===== src/rtl/seq_alu.sv =====
// Multi-cycle unsigned ALU: single-cycle add/subtract, shift-add multiply and
// restoring divide (one bit per cycle), behind a start/busy/done handshake.
module seq_alu #(
    parameter int N = 8
) (
    input  logic           clk,
    input  logic           rst,
    input  logic           start,
    input  logic [1:0]     op,
    input  logic [N-1:0]   a,
    input  logic [N-1:0]   b,
    output logic           busy,
    output logic           done,
    output logic [2*N-1:0] result,
    output logic           zero,
    output logic           div_zero
);

    localparam int CW = $clog2(N + 1);

    localparam logic [1:0] OP_ADD = 2'b00;
    localparam logic [1:0] OP_SUB = 2'b01;
    localparam logic [1:0] OP_MUL = 2'b10;
    localparam logic [1:0] OP_DIV = 2'b11;

    typedef enum logic [1:0] {
        IDLE = 2'd0,
        RUN  = 2'd1,
        FIN  = 2'd2
    } state_t;

    state_t         state_q, state_d;
    logic [1:0]     op_q, op_d;
    logic [N-1:0]   b_q, b_d;
    logic [N-1:0]   hi_q, hi_d;
    logic [N-1:0]   lo_q, lo_d;
    logic [CW-1:0]  cnt_q, cnt_d;
    logic [2*N-1:0] result_q, result_d;
    logic           zero_q, zero_d;
    logic           div_zero_q, div_zero_d;

    logic [N:0]     add_sum, sub_diff, mul_sum, div_sh, div_diff;
    logic [N-1:0]   hi_it, lo_it;
    logic           load;

    always_comb begin
        state_d    = state_q;
        op_d       = op_q;
        b_d        = b_q;
        hi_d       = hi_q;
        lo_d       = lo_q;
        cnt_d      = cnt_q;
        result_d   = result_q;
        zero_d     = zero_q;
        div_zero_d = div_zero_q;
        load       = 1'b0;

        add_sum  = {1'b0, a} + {1'b0, b};
        sub_diff = {1'b0, a} - {1'b0, b};

        // hi holds the running partial product (MUL) or partial remainder (DIV);
        // lo holds the shifting multiplier (MUL) or dividend/quotient (DIV).
        mul_sum  = {1'b0, hi_q} + (lo_q[0] ? {1'b0, b_q} : {(N+1){1'b0}});
        div_sh   = {hi_q, lo_q[N-1]};
        div_diff = div_sh - {1'b0, b_q};

        if (op_q == OP_MUL) begin
            {hi_it, lo_it} = {mul_sum, lo_q[N-1:1]};
        end else if (!div_diff[N]) begin
            hi_it = div_diff[N-1:0];
            lo_it = {lo_q[N-2:0], 1'b1};
        end else begin
            hi_it = div_sh[N-1:0];
            lo_it = {lo_q[N-2:0], 1'b0};
        end

        case (state_q)
            IDLE, FIN: begin
                state_d = IDLE;
                if (start) begin
                    op_d  = op;
                    b_d   = b;
                    hi_d  = '0;
                    lo_d  = a;
                    cnt_d = CW'(N);
                    case (op)
                        OP_ADD: begin
                            result_d   = {{(N-1){1'b0}}, add_sum};
                            div_zero_d = 1'b0;
                            load       = 1'b1;
                            state_d    = FIN;
                        end
                        OP_SUB: begin
                            result_d   = {{(N-1){1'b0}}, sub_diff};
                            div_zero_d = 1'b0;
                            load       = 1'b1;
                            state_d    = FIN;
                        end
                        OP_MUL: state_d = RUN;
                        OP_DIV: begin
                            if (b == '0) begin
                                result_d   = {a, {N{1'b1}}};
                                div_zero_d = 1'b1;
                                load       = 1'b1;
                                state_d    = FIN;
                            end else begin
                                state_d = RUN;
                            end
                        end
                        default: state_d = IDLE;
                    endcase
                end
            end
            RUN: begin
                hi_d  = hi_it;
                lo_d  = lo_it;
                cnt_d = cnt_q - 1'b1;
                if (cnt_q == CW'(1)) begin
                    result_d   = {hi_it, lo_it};
                    div_zero_d = 1'b0;
                    load       = 1'b1;
                    state_d    = FIN;
                end
            end
            default: state_d = IDLE;
        endcase

        if (load) begin
            zero_d = (result_d == '0);
        end
    end

    always_ff @(posedge clk) begin
        if (rst) begin
            state_q    <= IDLE;
            op_q       <= '0;
            b_q        <= '0;
            hi_q       <= '0;
            lo_q       <= '0;
            cnt_q      <= '0;
            result_q   <= '0;
            zero_q     <= 1'b0;
            div_zero_q <= 1'b0;
        end else begin
            state_q    <= state_d;
            op_q       <= op_d;
            b_q        <= b_d;
            hi_q       <= hi_d;
            lo_q       <= lo_d;
            cnt_q      <= cnt_d;
            result_q   <= result_d;
            zero_q     <= zero_d;
            div_zero_q <= div_zero_d;
        end
    end

    assign busy     = (state_q == RUN);
    assign done     = (state_q == FIN);
    assign result   = result_q;
    assign zero     = zero_q;
    assign div_zero = div_zero_q;

endmodule


===== config.mk =====
export PLATFORM = sky130hd
export DESIGN_NAME = seq_alu
export DESIGN_NICKNAME = d
export VERILOG_FILES = /design/src/rtl/seq_alu.sv
export SDC_FILE = /design/constraint.sdc
export NUM_CORES = 1
export LEC_CHECK = 0
export CORE_MARGIN = 2
export CORE_UTILIZATION = 57
export CTS_BUF_LIST = sky130_fd_sc_hd__clkbuf_4
export DETAILED_ROUTE_END_ITERATION = 12
export MAX_ROUTING_LAYER = met4
export PLACE_DENSITY = 0.76
export SLEW_MARGIN = 20
export SYNTH_ARGS = -nofsm -noshare
export SYNTH_HDL_FRONTEND = slang
export SYNTH_SLANG_ARGS = --single-unit

===== constraint.sdc =====
create_clock -name clk -period 4 [get_ports clk]
set_input_delay 0.8 -clock clk [delete_from_list [all_inputs] [get_ports clk]]
set_output_delay 0.8 -clock clk [all_outputs]
set_load 0.02 [all_outputs]

==> results.ini, run 1 <==
[status]
status=completed

[place]
dpl.hpwl_mm=8.858
dp_worst_setup_slack_ns=-0.3190
io_buffers=40
placed_area_um2=4534
gp_congestion=0.9347

[min_path]
min_path_type=flip-flop to flip-flop
min_from=op_q[1]$_SDFFE_PP0P_
hold_path_end=op_q[1]$_SDFFE_PP0P_
hold_path_depth=2

[floorplanning]
num_rows=30
start_util_pct=58.18
dieHeight_um=86.81
die-area_um2=7536
core_um2=6719
die_w_um=86.81
io_pins=41

[cells_and_area]
nFillCells=573
nNetsFinal=612
drive_gt1_share_pct=14.23
final_common_cell=nor2_1
n_antenna_cell=0
area_growth_pct=20.77
finalInstanceArea_um2=4721
mostFrequentLayoutCells=nor2_1 (62), nand2_1 (61), dfxtp_1 (50), a21oi_1 (39), clkdlybuf4s50_1 (39)

[worst_setup_path]
cp.required_ns=4.32
r2r_end=zero$_SDFFE_PP0P_
arrival_ns=4.16
crit_chain=clkdlybuf4s50_1, buf_4, nor3_2, nor2_1, xnor2_1, ha_1, buf_4, and2_1, a221o_1, a221o_1, a21oi_2, xor2_1, a211oi_2, and4b_1, nand4_1, o31ai_2
cp_slowest_cell=clkdlybuf4s50_1
endpoint_kind=flip-flop
critPathMaxStageDelay_ns=0.42
critPathKind=primary input to flip-flop
reg2reg_slack_ns=0.35
start_kind=primary input
path_max_fanout=6
reg2regPathDepth=13
reg2reg_from=lo_q[7]$_SDFFE_PP0P_

[power_and_ir_drop]
power.density_nw_per_um2=306.7
ir_drop_v=0.0001435
p_leak_uw=0.001926
power_uw=1448

[global_routing]
grt_pass1_vias=3806
grt_usage_pct=32.27
grt_pass1_wl_mm=18.66
grt-ovfl-total=0
antenna_found_initial=0
grt_max_degree=52

[synthesis]
synth_seq_cells=50
synth_nets=551
synth_cells=500
ys_types=69
synth_edf_count=0
ys_async_sr_fraction_pct=0
post-synth-top-area-cell=dfxtp_1
synthFlopType=dfxtp_1
yosys_warnings=0
syn-cell-area_um2=3909
syn_avg_cell_area_um2=7.817
synth_area_leaders=dfxtp_1 (26%), ha_1 (8.6%), nor2_1 (6.0%), nand2_1 (5.9%), a21oi_1 (5.2%)
synth-seq-area-share_pct=25.61
synth.top_cell.area_share_pct=25.61

[timing]
slew_violations=0
setup_viol=0
max_freq_mhz=260.2
layout_setup_ws_ns=0.1561
slew_headroom_pct=26.16
tightestPinTransition_ns=1.104
hold_viol_final=0
layout_min_cycle_time_ns=3.844
skew_ns=0.01515
post-route-period-util_pct=96.10

[route]
drc=0
wirelength_mm=11.63
wl_met1_mm=5.268
vias=4052
drt_iter0_drc=305
ant_nets=0
top_layer_used=met4
firstDrtPassIters=5
wl_met2_mm=5.400
routedWlPerCell_um=18.11
via_per_inst=6.312
wl_met3_um=790

[clock_network]
clockBufferDepth=2
cts_tree=built
postCtsHoldBufs=0
cts.sinks=50
clk_latency_ns=0.39
path_clk_slew_ns=0.16
htreeDepth=2
cts_buffers=5
root_buffer=clkbuf_4

[flow_run]
max_cap_viol_count=0

-- cells by family (layout without fill, tap and decap cells) --
group | count (synthesis) | in the layout | share of synthesized area, %
mux | 17 | 17 | 4.385
simple gates | 203 | 203 | 25.32
buf+inv | 43 | 105 | 5.313
xor+xnor | 23 | 23 | 5.154
compound gates | 134 | 134 | 24.04
fa+ha+maj | 30 | 30 | 10.18
flops | 50 | 50 | 25.61
-- cell type report --
class	instances	area (um^2)	area share, %
multi-input cells	407	2790	59.10
flip-flops and latches	50	1001	21.20
repair buffers	77	673.1	14.26
clock buffers	5	37.54	0.7951
well taps	80	100.1	2.120
inverters	20	75.07	1.590
clock inverters	3	43.79	0.9276
-- critical path, delay by kind of cell --
family,cells,cell delay [ns]
compound gates,5,1.17
simple gates,5,0.84
buf+inv,3,0.74
fa+ha+maj,1,0.32
xor+xnor,2,0.31
-- flip-flops by register name, indices dropped and copies added, names as in the netlist --
name / flops
result: 16
hi_q: 8
b_q: 8
cnt_q: 4
zero: 1
state_q: 2
op_q: 2
lo_q: 8
div_zero: 1
-- report_power, final --
part	leakage [uW]	total, uW	internal, uW	switching, uW
sequential	0.000409	565	529	35.5
combinational	0.00147	568	257	311
clock	0.0000456	315	133	182
total	0.00193	1450	919	529
-- layer usage --
metal / vias to the layer above / track usage, %
met5: - / -
met4: 0 / 7.102
met3: 25 / 4.952
met2: 174 / 52.19
met1: 1928 / 42.63
li1: 1925 / -
-- stage by stage --
| step | cells | hold slack (ns) | util (%) | TNS [ns] |
|---|---|---|---|---|
| global route | 642 | 0.5054 | 70.26 | -0.06636 |
| CTS | 640 | 0.4843 | 68.70 | 0 |
| global placement | 632 | 0.4527 | 67.49 | -0.3440 |
| finish | 642 | 0.4815 | 70.26 | 0 |
| floorplan | 500 | 0.4446 | - | 0 |
| detailed placement | 632 | 0.4653 | 67.49 | -0.4552 |
-- synth_stat cells (all sizes together) (4+ instances only) --
cell type	number
a211oi	13
nand2b	7
nor3	13
o21bai	4
xnor2	15
dfxtp	50
nor2	64
a21o	6
and3	9
a221oi	4
buf	5
ha	27
nor2b	8
and2	12
clkbuf	18
inv	19
nand3	9
a21oi	41
o21ai	19
a311oi	5
xor2	8
a22oi	8
mux2i	16
nand2	62
-- worst max path at each step --
stage / start / to / cells past startpoint
after global placement: b[1] / zero$_SDFFE_PP0P_ / 14
after detailed placement: op[0] / zero$_SDFFE_PP0P_ / 13
after floorplan: op[0] / zero$_SDFFE_PP0P_ / 14
after global routing: b[0] / zero$_SDFFE_PP0P_ / 15
final: b[0] / zero$_SDFFE_PP0P_ / 16
after CTS: op[0] / zero$_SDFFE_PP0P_ / 13
-- timing repair --
item                       CTS  global route
resized for setup            0            21
buffers inserted             0             2
setup endpoints to repair    0             1
Power figures use the tool's default switching activity.
==> run 2, diff against run 1 <==
--- a/config.mk
+++ b/config.mk
@@ -5,7 +5,6 @@
 export SDC_FILE = /design/constraint.sdc
 export NUM_CORES = 1
 export LEC_CHECK = 0
-export CORE_MARGIN = 2
 export CORE_UTILIZATION = 57
 export CTS_BUF_LIST = sky130_fd_sc_hd__clkbuf_4
 export DETAILED_ROUTE_END_ITERATION = 12
==> run 2 against run 1 <==
Net effect:
- the run now ends with design-rule violations left
- power fell by 3.7%
- sequential power about the same
- register-to-register slack improved by 0.04 ns
- largest cell class unchanged
- largest power group is now registers
- combinational power is 2% lower
- critical path type unchanged
- core utilization grew 1.5 points
- setup slack improved by 0.048 ns
- flip-flop and latch count did not move
- design area shrank 1.2%
- non-clock buffer count up 2
- critical endpoint unchanged
==> results.ini, run 2 (synthesis results as in run 1) <==
[status]
status=finished, violations left  ; was completed
violations=design-rule violations

[cells_and_area]
mostFrequentLayoutCells=nor2_1 (62), nand2_1 (61), dfxtp_1 (50), a21oi_1 (40)  ; was nor2_1 (62), nand2_1 (61), dfxtp_1 (50), a21oi_1 (39), clkdlybuf4s50_1 (39)
final_util_pct=71.78  ; was 70.26%
final_common_cell=nor2_1  ; unchanged
finalNonFillerCells=641  ; was 642
area_growth_pct=19.27  ; was 20.77%
n_antenna_cell=0  ; unchanged
largest_register_ffs=16  ; unchanged
nNetsFinal=614  ; was 612
drive_gt1_share_pct=13.30  ; was 14.23%

[route]
wirelength_mm=11.39  ; was 11.63 mm
vias=4068  ; was 4052
ant_nets=0  ; unchanged
firstDrtPassIters=9  ; was 5
routedWlPerCell_um=17.76  ; was 18.11 um
via_per_inst=6.346  ; was 6.312
drc=3  ; was 0
drt_iter0_drc=414  ; was 305

[clock_network]
postCtsHoldBufs=0  ; unchanged
cts_tree=built  ; unchanged
path_clk_slew_ns=0.19  ; was 0.16 ns
clockBufferDepth=2  ; unchanged
cts_buffers=5  ; unchanged
htreeDepth=2  ; unchanged
cts.sinks=50  ; unchanged
root_buffer=clkbuf_4  ; unchanged
clk_latency_ns=0.41  ; was 0.39 ns

[timing]
hold_ws_ns=0.4856  ; was 0.4815 ns
post-route-period-util_pct=94.89  ; was 96.10%
max_freq_mhz=263.5  ; was 260.2 MHz
hold_viol_final=0  ; unchanged
slew_violations=0  ; unchanged
layout_min_cycle_time_ns=3.796  ; was 3.844 ns
skew_ns=0.02676  ; was 0.01515 ns
slew_headroom_pct=27.08  ; was 26.16%
tightestPinTransition_ns=1.090  ; was 1.104 ns
finalSetupTns_ns=0  ; unchanged
setup_viol=0  ; unchanged

[power_and_ir_drop]
ir_drop_v=0.0001898  ; was 0.0001435 V
p_leak_uw=0.001914  ; was 0.001926 uW
power.density_nw_per_um2=299.2  ; was 306.7 nW/um^2

[place]
io_buffers=40  ; unchanged
gp_congestion=0.9244  ; was 0.9347
dpl.hpwl_mm=8.664  ; was 8.858 mm
placed_cells=632  ; unchanged

[worst_setup_path]
cp.required_ns=4.35  ; was 4.32 ns
start_kind=primary input  ; unchanged
cp_top_family=compound AO/OA/AOI/OAI gates  ; unchanged
worst-path-buf-inv=3  ; unchanged
cp_slowest_cell=clkdlybuf4s50_1  ; unchanged
critPathMaxStageDelay_ns=0.48  ; was 0.42 ns
path_max_fanout=4  ; was 6
critPathKind=primary input to flip-flop  ; unchanged
arrival_ns=4.14  ; was 4.16 ns
crit_chain=clkdlybuf4s50_1, inv_1, ha_1, buf_4, a21oi_2, xnor2_1, ha_1, and2_1, a221o_1, a221o_1, a21oi_1, xor2_1, a211oi_2, and4b_1, nand4_1, o31ai_2  ; was clkdlybuf4s50_1, buf_4, nor3_2, nor2_1, xnor2_1, ha_1, buf_4, and2_1, a221o_1, a221o_1, a21oi_2, xor2_1, a211oi_2, and4b_1, nand4_1, o31ai_2
endpoint_kind=flip-flop  ; unchanged

[floorplanning]
core_um2=6495  ; was 6719 um^2
io_pins=41  ; unchanged
dieHeight_um=84.81  ; was 86.81 um
num_rows=29  ; was 30
die-area_um2=7193  ; was 7536 um^2
die_w_um=84.81  ; was 86.81 um
start_util_pct=60.18  ; was 58.18%

[flow_run]
max_cap_viol_count=0  ; unchanged

[global_routing]
grt-ovfl-total=0  ; unchanged
grt_pass1_wl_mm=18.49  ; was 18.66 mm
grt_usage_pct=33.59  ; was 32.27%
grt_pass1_vias=3769  ; was 3806
grt_max_degree=52  ; unchanged
antenna_found_initial=0  ; unchanged

[min_path]
min_path_type=flip-flop to flip-flop  ; unchanged

[run 2: worst reg2reg max path: cells and delay by family (launching register included)]
| kind | cells | cell delay, ns |
|---|---|---|
| AOI/OAI and AO/OA | 4 | 1.07 |
| DFF | 1 | 0.36 |
| and+or+nand+nor | 3 | 0.52 |
| adders and majority gates | 2 | 0.59 |
| buffers and inverters | 3 | 0.39 |
| muxes | 2 | 0.63 |
[run 2: per-layer routing]
layer  global-route usage, %  share of wire [%]  up-vias  wire, um
met1                   45.31                 45     1888      5083
met5                       -                  0        -         0
met2                   52.62                 45      214      5094
met3                   5.350                8.6       36       977
li1                        -                  -     1930         -
met4                   8.783                2.0        0       229
[run 2: worst paths after layout]
kind                        startpoint  slack [ns]                    to  cells past startpoint
setup / recovery                  b[0]        0.20     zero$_SDFFE_PP0P_                     16
hold / removal    op_q[0]$_SDFFE_PP0P_        0.49  op_q[0]$_SDFFE_PP0P_                      2
hold reg to reg   op_q[0]$_SDFFE_PP0P_        0.49  op_q[0]$_SDFFE_PP0P_                      2
setup reg to reg  lo_q[7]$_SDFFE_PP0P_        0.39     zero$_SDFFE_PP0P_                     14
[run 2: through the flow]
| step | setup slack, ns | cell area, um^2 | total power, uW |
|---|---|---|---|
| 2_1_floorplan | 0.3074 | 3909 | 927.6 |
| 3_3_place_gp | -0.2659 | 4553 | 1100 |
| 3_5_place_dp | -0.3474 | 4553 | 1107 |
| 4_1_cts | 0.08442 | 4619 | 1370 |
| 5_1_grt | -0.001745 | 4662 | 1467 |
| 6_report | 0.2045 | 4662 | 1395 |
[run 2: power by group]
group          internal, uW  total [uW]  switching, uW
Sequential              529         562           32.9
Combinational           253         558            305
Clock                  75.6         274            199
[run 2: area by class of cell]
type                    count  area (um^2)
well taps                  77        96.34
flip-flops and latches     50         1001
clock inverters             3        28.78
repair buffers             79        688.2
inverters                  20        75.07
fillers                   559         1833
multi-input cells         407         2735
clock buffers               5        37.54
[run 2: what timing repair did]
action	CTS	global route
resized for setup	0	11
endpoints found under the setup margin	0	1
setup buffers	0	1
